===== config.mk =====
export PLATFORM = sky130hd
export DESIGN_NAME = rpn_stack_eval_flat
export DESIGN_NICKNAME = d
export VERILOG_FILES = /design/src/rtl/rpn_stack_eval_if.sv /design/src/rtl/rpn_stack_eval.sv /design/src/flat_wrapper.sv
export SDC_FILE = /design/constraint.sdc
export NUM_CORES = 2
export LEC_CHECK = 0
export ABC_AREA = 1
export CAP_MARGIN = 5
export CORE_UTILIZATION = 55
export CTS_BUF_LIST = sky130_fd_sc_hd__clkbuf_4 sky130_fd_sc_hd__clkbuf_8
export DETAILED_ROUTE_END_ITERATION = 8
export GPL_TIMING_DRIVEN = 0
export PLACE_DENSITY = 0.76
export REMOVE_ABC_BUFFERS = 1
export SYNTH_ARGS = -nofsm -noshare
export SYNTH_HDL_FRONTEND = slang
export SYNTH_SLANG_ARGS = --single-unit

===== constraint.sdc =====
create_clock -name clk -period 6.1 [get_ports clk]
set_input_delay 1.22 -clock clk [delete_from_list [all_inputs] [get_ports clk]]
set_output_delay 1.22 -clock clk [all_outputs]
set_load 0.02 [all_outputs]

===== src/rtl/rpn_stack_eval_if.sv =====
// Token stream between an RPN token source and the evaluator.
// The master presents a token and holds it until it is accepted; the slave signals acceptance.
interface rpn_stack_eval_if #(
  parameter int WIDTH = 32
);
  logic             tok_valid;
  logic             tok_ready;
  logic             tok_is_op;
  logic [WIDTH-1:0] tok_data;

  modport master (output tok_valid, output tok_is_op, output tok_data, input tok_ready);
  modport slave  (input tok_valid, input tok_is_op, input tok_data, output tok_ready);
endinterface


===== src/rtl/rpn_stack_eval.sv =====
// Reverse-Polish evaluator that drives an external LIFO stack through push/pop strobes.
// Tracks stack occupancy itself, so an illegal pop or push is turned into a sticky error and never issued.
module rpn_stack_eval #(
  parameter int WIDTH = 32,
  parameter int DEPTH = 8,
  localparam int CW   = $clog2(DEPTH) + 1
) (
  input  logic             clk,
  input  logic             rst,
  rpn_stack_eval_if.slave  tok,
  output logic [WIDTH-1:0] stk_data,
  output logic             stk_push,
  output logic             stk_pop,
  input  logic [WIDTH-1:0] stk_out,
  input  logic             stk_empty,
  input  logic             stk_full,
  output logic [WIDTH-1:0] result,
  output logic             result_valid,
  output logic [CW-1:0]    count,
  output logic             err,
  output logic [1:0]       err_code
);

  typedef enum logic [2:0] {
    IDLE, PUSH, POP_B, POP_A, CAP_A, EXEC, PUSH_R, ERR
  } state_t;

  state_t           state_reg;
  logic [WIDTH-1:0] stk_data_reg;
  logic             stk_push_reg;
  logic             stk_pop_reg;
  logic [WIDTH-1:0] result_reg;
  logic             result_valid_reg;
  logic [CW-1:0]    count_reg;
  logic             err_reg;
  logic [1:0]       err_code_reg;
  logic             tok_ready_reg;
  logic [WIDTH-1:0] a_reg;
  logic [WIDTH-1:0] b_reg;
  logic [1:0]       op_reg;
  logic [WIDTH-1:0] alu_next;

  // a is the deeper operand, so sub yields a-b; every op wraps to WIDTH bits
  always_comb begin
    alu_next = '0;
    case (op_reg)
      2'b00:   alu_next = a_reg + b_reg;
      2'b01:   alu_next = a_reg - b_reg;
      2'b10:   alu_next = a_reg * b_reg;
      default: alu_next = a_reg & b_reg;
    endcase
  end

  always_ff @(posedge clk) begin
    if (rst) begin
      state_reg        <= IDLE;
      stk_data_reg     <= '0;
      stk_push_reg     <= 1'b0;
      stk_pop_reg      <= 1'b0;
      result_reg       <= '0;
      result_valid_reg <= 1'b0;
      count_reg        <= '0;
      err_reg          <= 1'b0;
      err_code_reg     <= 2'd0;
      tok_ready_reg    <= 1'b1;
      a_reg            <= '0;
      b_reg            <= '0;
      op_reg           <= 2'b00;
    end else begin
      stk_push_reg     <= 1'b0;
      stk_pop_reg      <= 1'b0;
      result_valid_reg <= 1'b0;
      case (state_reg)
        IDLE: begin
          if (tok.tok_valid && tok_ready_reg) begin
            tok_ready_reg <= 1'b0;
            if (!tok.tok_is_op) begin
              // Flags are checked at accept time so a doomed push is never strobed
              if (count_reg == CW'(DEPTH)) begin
                state_reg    <= ERR;
                err_reg      <= 1'b1;
                err_code_reg <= 2'd2;
              end else if (stk_full) begin
                state_reg    <= ERR;
                err_reg      <= 1'b1;
                err_code_reg <= 2'd3;
              end else begin
                stk_data_reg <= tok.tok_data;
                stk_push_reg <= 1'b1;
                state_reg    <= PUSH;
              end
            end else begin
              if (count_reg < CW'(2)) begin
                state_reg    <= ERR;
                err_reg      <= 1'b1;
                err_code_reg <= 2'd1;
              end else if (stk_empty) begin
                state_reg    <= ERR;
                err_reg      <= 1'b1;
                err_code_reg <= 2'd3;
              end else begin
                op_reg      <= tok.tok_data[1:0];
                stk_pop_reg <= 1'b1;
                state_reg   <= POP_B;
              end
            end
          end
        end
        PUSH: begin
          if (stk_full) begin
            state_reg    <= ERR;
            err_reg      <= 1'b1;
            err_code_reg <= 2'd3;
          end else begin
            count_reg     <= count_reg + CW'(1);
            tok_ready_reg <= 1'b1;
            state_reg     <= IDLE;
          end
        end
        POP_B: begin
          if (stk_empty) begin
            state_reg    <= ERR;
            err_reg      <= 1'b1;
            err_code_reg <= 2'd3;
          end else begin
            stk_pop_reg <= 1'b1;
            state_reg   <= POP_A;
          end
        end
        POP_A: begin
          // stk_out now holds the top entry popped on the previous edge
          b_reg     <= stk_out;
          state_reg <= CAP_A;
        end
        CAP_A: begin
          a_reg     <= stk_out;
          state_reg <= EXEC;
        end
        EXEC: begin
          stk_data_reg     <= alu_next;
          result_reg       <= alu_next;
          stk_push_reg     <= 1'b1;
          result_valid_reg <= 1'b1;
          state_reg        <= PUSH_R;
        end
        PUSH_R: begin
          count_reg     <= count_reg - CW'(1);
          tok_ready_reg <= 1'b1;
          state_reg     <= IDLE;
        end
        ERR: begin
          tok_ready_reg <= 1'b0;
        end
        default: state_reg <= IDLE;
      endcase
    end
  end

  assign tok.tok_ready = tok_ready_reg;
  assign stk_data      = stk_data_reg;
  assign stk_push      = stk_push_reg;
  assign stk_pop       = stk_pop_reg;
  assign result        = result_reg;
  assign result_valid  = result_valid_reg;
  assign count         = count_reg;
  assign err           = err_reg;
  assign err_code      = err_code_reg;

endmodule


===== src/flat_wrapper.sv =====
// flat-port wrapper written by rule: the top's interface ports become plain ports
module rpn_stack_eval_flat 
#(
  parameter int WIDTH = 32,
  parameter int DEPTH = 8,
  localparam int CW   = $clog2(DEPTH) + 1
)
  (clk, rst, stk_data, stk_push, stk_pop, stk_out, stk_empty, stk_full, result, result_valid, count, err, err_code, tok_tok_valid, tok_tok_is_op, tok_tok_data, tok_tok_ready);
  rpn_stack_eval_if #(.WIDTH(WIDTH)) tok_i ();
  input  logic clk;
  input  logic rst;
  output logic [WIDTH-1:0] stk_data;
  output logic stk_push;
  output logic stk_pop;
  input  logic [WIDTH-1:0] stk_out;
  input  logic stk_empty;
  input  logic stk_full;
  output logic [WIDTH-1:0] result;
  output logic result_valid;
  output logic [CW-1:0] count;
  output logic err;
  output logic [1:0] err_code;
  input wire logic [$bits(tok_i.tok_valid)-1:0] tok_tok_valid;
  input wire logic [$bits(tok_i.tok_is_op)-1:0] tok_tok_is_op;
  input wire logic [$bits(tok_i.tok_data)-1:0] tok_tok_data;
  output wire logic [$bits(tok_i.tok_ready)-1:0] tok_tok_ready;
  assign tok_i.tok_valid = tok_tok_valid;
  assign tok_i.tok_is_op = tok_tok_is_op;
  assign tok_i.tok_data = tok_tok_data;
  assign tok_tok_ready = tok_i.tok_ready;
  rpn_stack_eval #(.WIDTH(WIDTH), .DEPTH(DEPTH)) u_core (.clk(clk), .rst(rst), .tok(tok_i), .stk_data(stk_data), .stk_push(stk_push), .stk_pop(stk_pop), .stk_out(stk_out), .stk_empty(stk_empty), .stk_full(stk_full), .result(result), .result_valid(result_valid), .count(count), .err(err), .err_code(err_code));
endmodule

After elaboration in Yosys (flattened, before gate mapping)
Cells that the tools add are included. Widths: inputs -> output; s select.

Input port bits: 70. Output and inout bits: 75. Bits in registers: 144.

Eq/ne operators: 15. Bitwise logic cells: 3. Order comparisons: 1. $add $sub $neg: 4. Mux-type cells: 45. $mul: 1. Reduce and logical (&&, ||, !) cells: 14.

Operators by type and width (number): $mux 32 (4); $pmux 32 s3 (1); $pmux 32 s2 (1); $add 32x32->32 (1); $and 32x32->32 (1); $mul 32x32->32 (1); $sub 32x32->32 (1); $mux 3 (8); $pmux 3 s7 (1); $mux 1 (17); $eq 3x3->1 const B (4); $mux 2 (6); $reduce_and 5->1 (2); $ne 2x2->1 const B (4); $pmux 4 s2 (1); $reduce_bool 7->1 (1); $eq 3x2->1 const B (2); $pmux 2 s3 (1); $reduce_and 2->1 (3); $add 4x1->4 const B (1); $eq 4x4->1 const B (1); $lt 4x2->1 const B (1); $mux 4 (1); $pmux 1 s2 (2); other kinds (15) (17).

Longest topological paths before layout
Word-level depth: 5. Depth in mapped cells: 39. Gate-level depth less buffers: 37.

Worst setup path after synthesis
No wires, ideal clock.

Path type: register -> register. From: register u_core.b_reg[5]. To: register u_core.result_reg[28] (netlist: u_core.result[28]). Required time: 6030 ps. Cell stages (with the launch flop): 29. Path buffers: 2. Data arrival time: 6624 ps. Path slack: -594 ps. Period minus slack after synthesis: 6694 ps. Cells stage by stage: dfxtp_1 clkbuf_1 clkbuf_1 nand2_1 inv_1 fa_1 fa_1 fa_1 inv_1 fa_1 inv_1 fa_1 inv_1 fa_1 inv_1 fa_1 fa_1 ha_1 nand2_1 nor3_2 nand4_1 nand3_1 nand2_1 nand2_1 a21boi_1 xor2_1 o211ai_1 nand2_1 a21oi_1.

Cells in the longest elaborated chain, start to end: 2. Elaborated cells on any way between the ends: 4.

RTL lines: start, declared (line rpn_stack_eval.sv:39) `logic [WIDTH-1:0] b_reg;`; start signal, assigned (line rpn_stack_eval.sv:132) `b_reg <= stk_out;`; $mul 32x32->32, or another cell as far along (line rpn_stack_eval.sv:49) `2'b10: alu_next = a_reg * b_reg;`; $pmux 32 s3 (*) (line rpn_stack_eval.sv:46) `case (op_reg)`; end signal, assigned (line rpn_stack_eval.sv:141) `result_reg <= alu_next;`; end, declared (line rpn_stack_eval.sv:32) `logic [WIDTH-1:0] result_reg;`.

Every way passes the cells marked *; elsewhere a longest branch is shown, timed or not. A chain may end at the register's enable or synchronous reset.

Worst setup path after layout
From: register u_core.b_reg[8]. To: register u_core.result_reg[26] (netlist: u_core.result[26]).

The elaborated chain is that of the path after synthesis.

==> summary.md <==
| Metric | Value |
|---|---|
| Clk slew on worst S/H paths | `0.10 ns` |
| Reg2reg start | `u_core.b_reg[8]$_SDFFE_PP0N_` |
| Port buffer count | `144` |
| Synth Area in Adders | `40.87%` |
| Top-Level Pins | `145` |
| CTS H-tree depth | `4` |
| Vias in the first global route | `23,700` |
| Leak | `16.56 nW` |
| Clock buffer depth | `2` |
| Top layer in use | `met4` |
| Vias per cell | `5.681` |
| Status | `finished, violations left` |
| Layout cell share with drive strength beyond 1 | `11.98%` |
| Endpoint, Worst Hold | `u_core.result[14]$_SDFFE_PP0P_` |
| Simple-Gate Fraction of Synth Area | `20.09%` |
| Critical Path RT | `6.43 ns` |
| Failing checks | `DRC, setup timing` |
| Row count | `77` |
| Max_cap viols | `0` |
| Hpwl dp | `55,640 um` |
| Final setup TNS | `-25.55 ns` |
| Metal2 WL | `38,700 um` |
| Post-synthesis compound-gate area fraction | `10.12%` |
| CTS buffer count | `17` |
| Final Util | `67.23%` |
| First-pass GRT wire length | `136,700 um` |
| Die width | `214.9 um` |
| CP max stage delay | `0.52 ns` |
| Initial antenna violation count | `3` |
| Synth Area in XOR/XNOR | `1.581%` |
| VDD IR max | `0.0004342 V` |
| CP max-delay cell | `fa_1` |
| Final Hold Fails | `0` |
| FF/Latch Area | `3057 sq um` |
| Routed wire per std cell | `21.50 um` |
| Most frequent cells in the layout | `nand2_1 (841), inv_1 (828), fa_1 (390)` |
| Initial core utilization | `56.11%` |
| Reg2reg end | `u_core.result[26]$_SDFFE_PP0P_` |
| Seq/Total Area, Yosys | `11.57%` |
| Hold path startpoint | `u_core.result[14]$_SDFFE_PP0P_` |
| DRC viols | `84` |
| Syn Inst Count | `3,500` |
| Syn-to-layout area delta | `19.81%` |
| Skew final | `0.03574 ns` |
| Period utilisation layout | `114.9%` |
| Synth cell types | `49` |
| Nets@finish | `4,280` |
| RSZ-0062 raised after global routing | `yes` |
| Mux contribution to synthesized area | `0.04519%` |
| Multi-input gate area | `19,010 sq um` |
| Total power | `11.52 mW` |
| CP most frequent cell | `fa_1` |
| Commonest non-fill, non-tap cell in the layout | `nand2_1` |
| Share of flip-flops with an asynchronous set or reset | `0%` |
| Final Cell Area | `29,860 sq um` |
| Most used DFF post-synth | `dfxtp_1` |
| DRC marker count from the first detailed-route iteration | `2,922` |
| Die Area | `46,170 sq um` |
| Syn Area/Cell | `7.120 sq um` |
| DR pass1 iterations | `9` |
| Clk sinks | `144` |
| Grt total ovfl | `0` |
| EDFF count, synth | `0` |
| Die Ht | `214.9 um` |
| Wire length on met3 | `12,660 um` |
| Core ar. | `44,410 sq um` |
| Syn Std Cell Area | `24,920 sq um` |
| Place WS | `-1.895 ns` |
| WL met1 | `32,570 um` |
| Final antenna-violating net count | `0` |
| TritonCTS clock tree | `yes` |
| GP Congestion | `0.9733` |
| Worst skew pair latency | `0.51 ns` |
| Final setup vio count | `44` |
| # fillers | `3,537` |
| Worst-path maximum fanout | `6` |
| CP Capture Type | `flip-flop` |
| Final WL | `91,420 um` |
| Crit path launch type | `flip-flop` |
| Slew Limit Fails | `0` |
| PwrDens | `385.9 nW/um^2` |
| Fmax | `142.6 MHz` |
| Area after DPL | `26,690 sq um` |
| Min-delay worst type | `flip-flop to flip-flop` |
| Main combinational cell family by area after synthesis | `adder cells` |
| Hold depth | `2` |
| Syn. warnings | `0` |
| #FFs+latches synth | `144` |
| Clk root buf | `clkbuf_8` |
| R2R cell count | `28` |
| Post-route setup slack | `-0.9105 ns` |
| Worst-margin pin slew | `1.244 ns` |
| R2R setup slack | `-0.91 ns` |
| Routed via count | `24,150` |
| Largest net degree at the start of global routing | `106` |
| Critical Setup Path Class | `flip-flop to flip-flop` |
| Slew HR | `16.52%` |
| Crit path arrival time | `7.34 ns` |
| Total track usage | `39.17%` |
| Crit path time final | `7.010 ns` |
[layout make-up]
class	instances	area share, %
clock inverters	15	0.5573
flip-flops and latches	144	10.24
repair buffers	300	11.48
diodes	4	0.03352
clock buffers	17	0.7836
multi-input cells	2324	63.67
well taps	592	2.481
inverters	855	10.76
[worst max path at each step]
stage,cells after the start,slack [ns],start,end
after floorplan,26,-0.52,u_core.b_reg[5]$_SDFFE_PP0N_,u_core.stk_data[28]$_SDFFE_PP0P_
after global placement,24,-2.10,u_core.b_reg[5]$_SDFFE_PP0N_,u_core.result[30]$_SDFFE_PP0P_
after detailed placement,22,-1.89,u_core.b_reg[12]$_SDFFE_PP0N_,u_core.result[30]$_SDFFE_PP0P_
after CTS,27,-0.68,u_core.b_reg[6]$_SDFFE_PP0N_,u_core.result[29]$_SDFFE_PP0P_
after global routing,28,-1.04,u_core.a_reg[8]$_SDFFE_PP0P_,u_core.result[20]$_SDFFE_PP0P_
final,28,-0.91,u_core.b_reg[8]$_SDFFE_PP0N_,u_core.result[26]$_SDFFE_PP0P_
[kinds of logic after synthesis]
| logic type | after synthesis |
|---|---|
| adders and majority gates | 568 |
| AOI/OAI and AO/OA | 472 |
| xor gates and xnor gates | 45 |
| muxes | 1 |
| buffers and inverters | 1032 |
| DFF | 144 |
| and+or+nand+nor | 1238 |
[cell usage after synthesis, types with 6 or more instances]
cell type  number  area (sq um)
a21oi_1       203          1016
or2_2          10         62.56
nor2_1        188         705.7
ha_1          158          1977
nand4_1        17         106.4
a31oi_1        12         75.07
xor2_1         29         254.0
o211ai_1       13         97.59
inv_1         852          3198
o21bai_1        6         45.04
buf_2          24         120.1
nand2_1       871          3269
nand3_1       100         500.5
buf_1          30         112.6
nor4_1          8         50.05
xnor2_1        16         140.1
dfxtp_1       144          2883
clkbuf_1      119         446.7
nor3_1         18         90.09
a21o_1          9         67.56
o21ai_0       205          1026
nand3b_1       12         90.09
fa_1          410          8208
[metal layers]
metal,GRT usage (%),vias up
li1,-,10710
met1,48.90,11430
met2,59.72,1586
met3,11.68,430
met4,23.83,0
met5,0,-
[stage by stage]
stage               hold slack [ns]  cells
global placement             0.4401   4059
finish                       0.4666   4251
CTS                          0.4668   4221
global route                 0.4795   4251
floorplan                    0.4712   3323
detailed placement           0.4532   4070
[where the power goes]
part	total, mW	switching (mW)	internal, mW
registers	1.92	0.693	1.23
logic	8.77	5.58	3.19
clock network	0.826	0.482	0.344
total	11.5	6.75	4.77
[worst max-delay path, delay by kind of cell, from the launching register on]
| kind | cells | cell delay [ns] |
|---|---|---|
| AOI/OAI and AO/OA | 4 | 0.66 |
| adders and majority gates | 9 | 4.20 |
| buffers and inverters | 7 | 0.55 |
| DFF | 1 | 0.45 |
| and+or+nand+nor | 8 | 0.95 |
[repair_timing]
action,4_1_cts,5_1_grt
resized for setup,240,80
gates cloned,1,1
pin swaps,113,51
hold buffers,0,0
buffers inserted,118,25
endpoints found under the setup margin,44,44
Note: power is estimated with default switching activity, not from simulation.
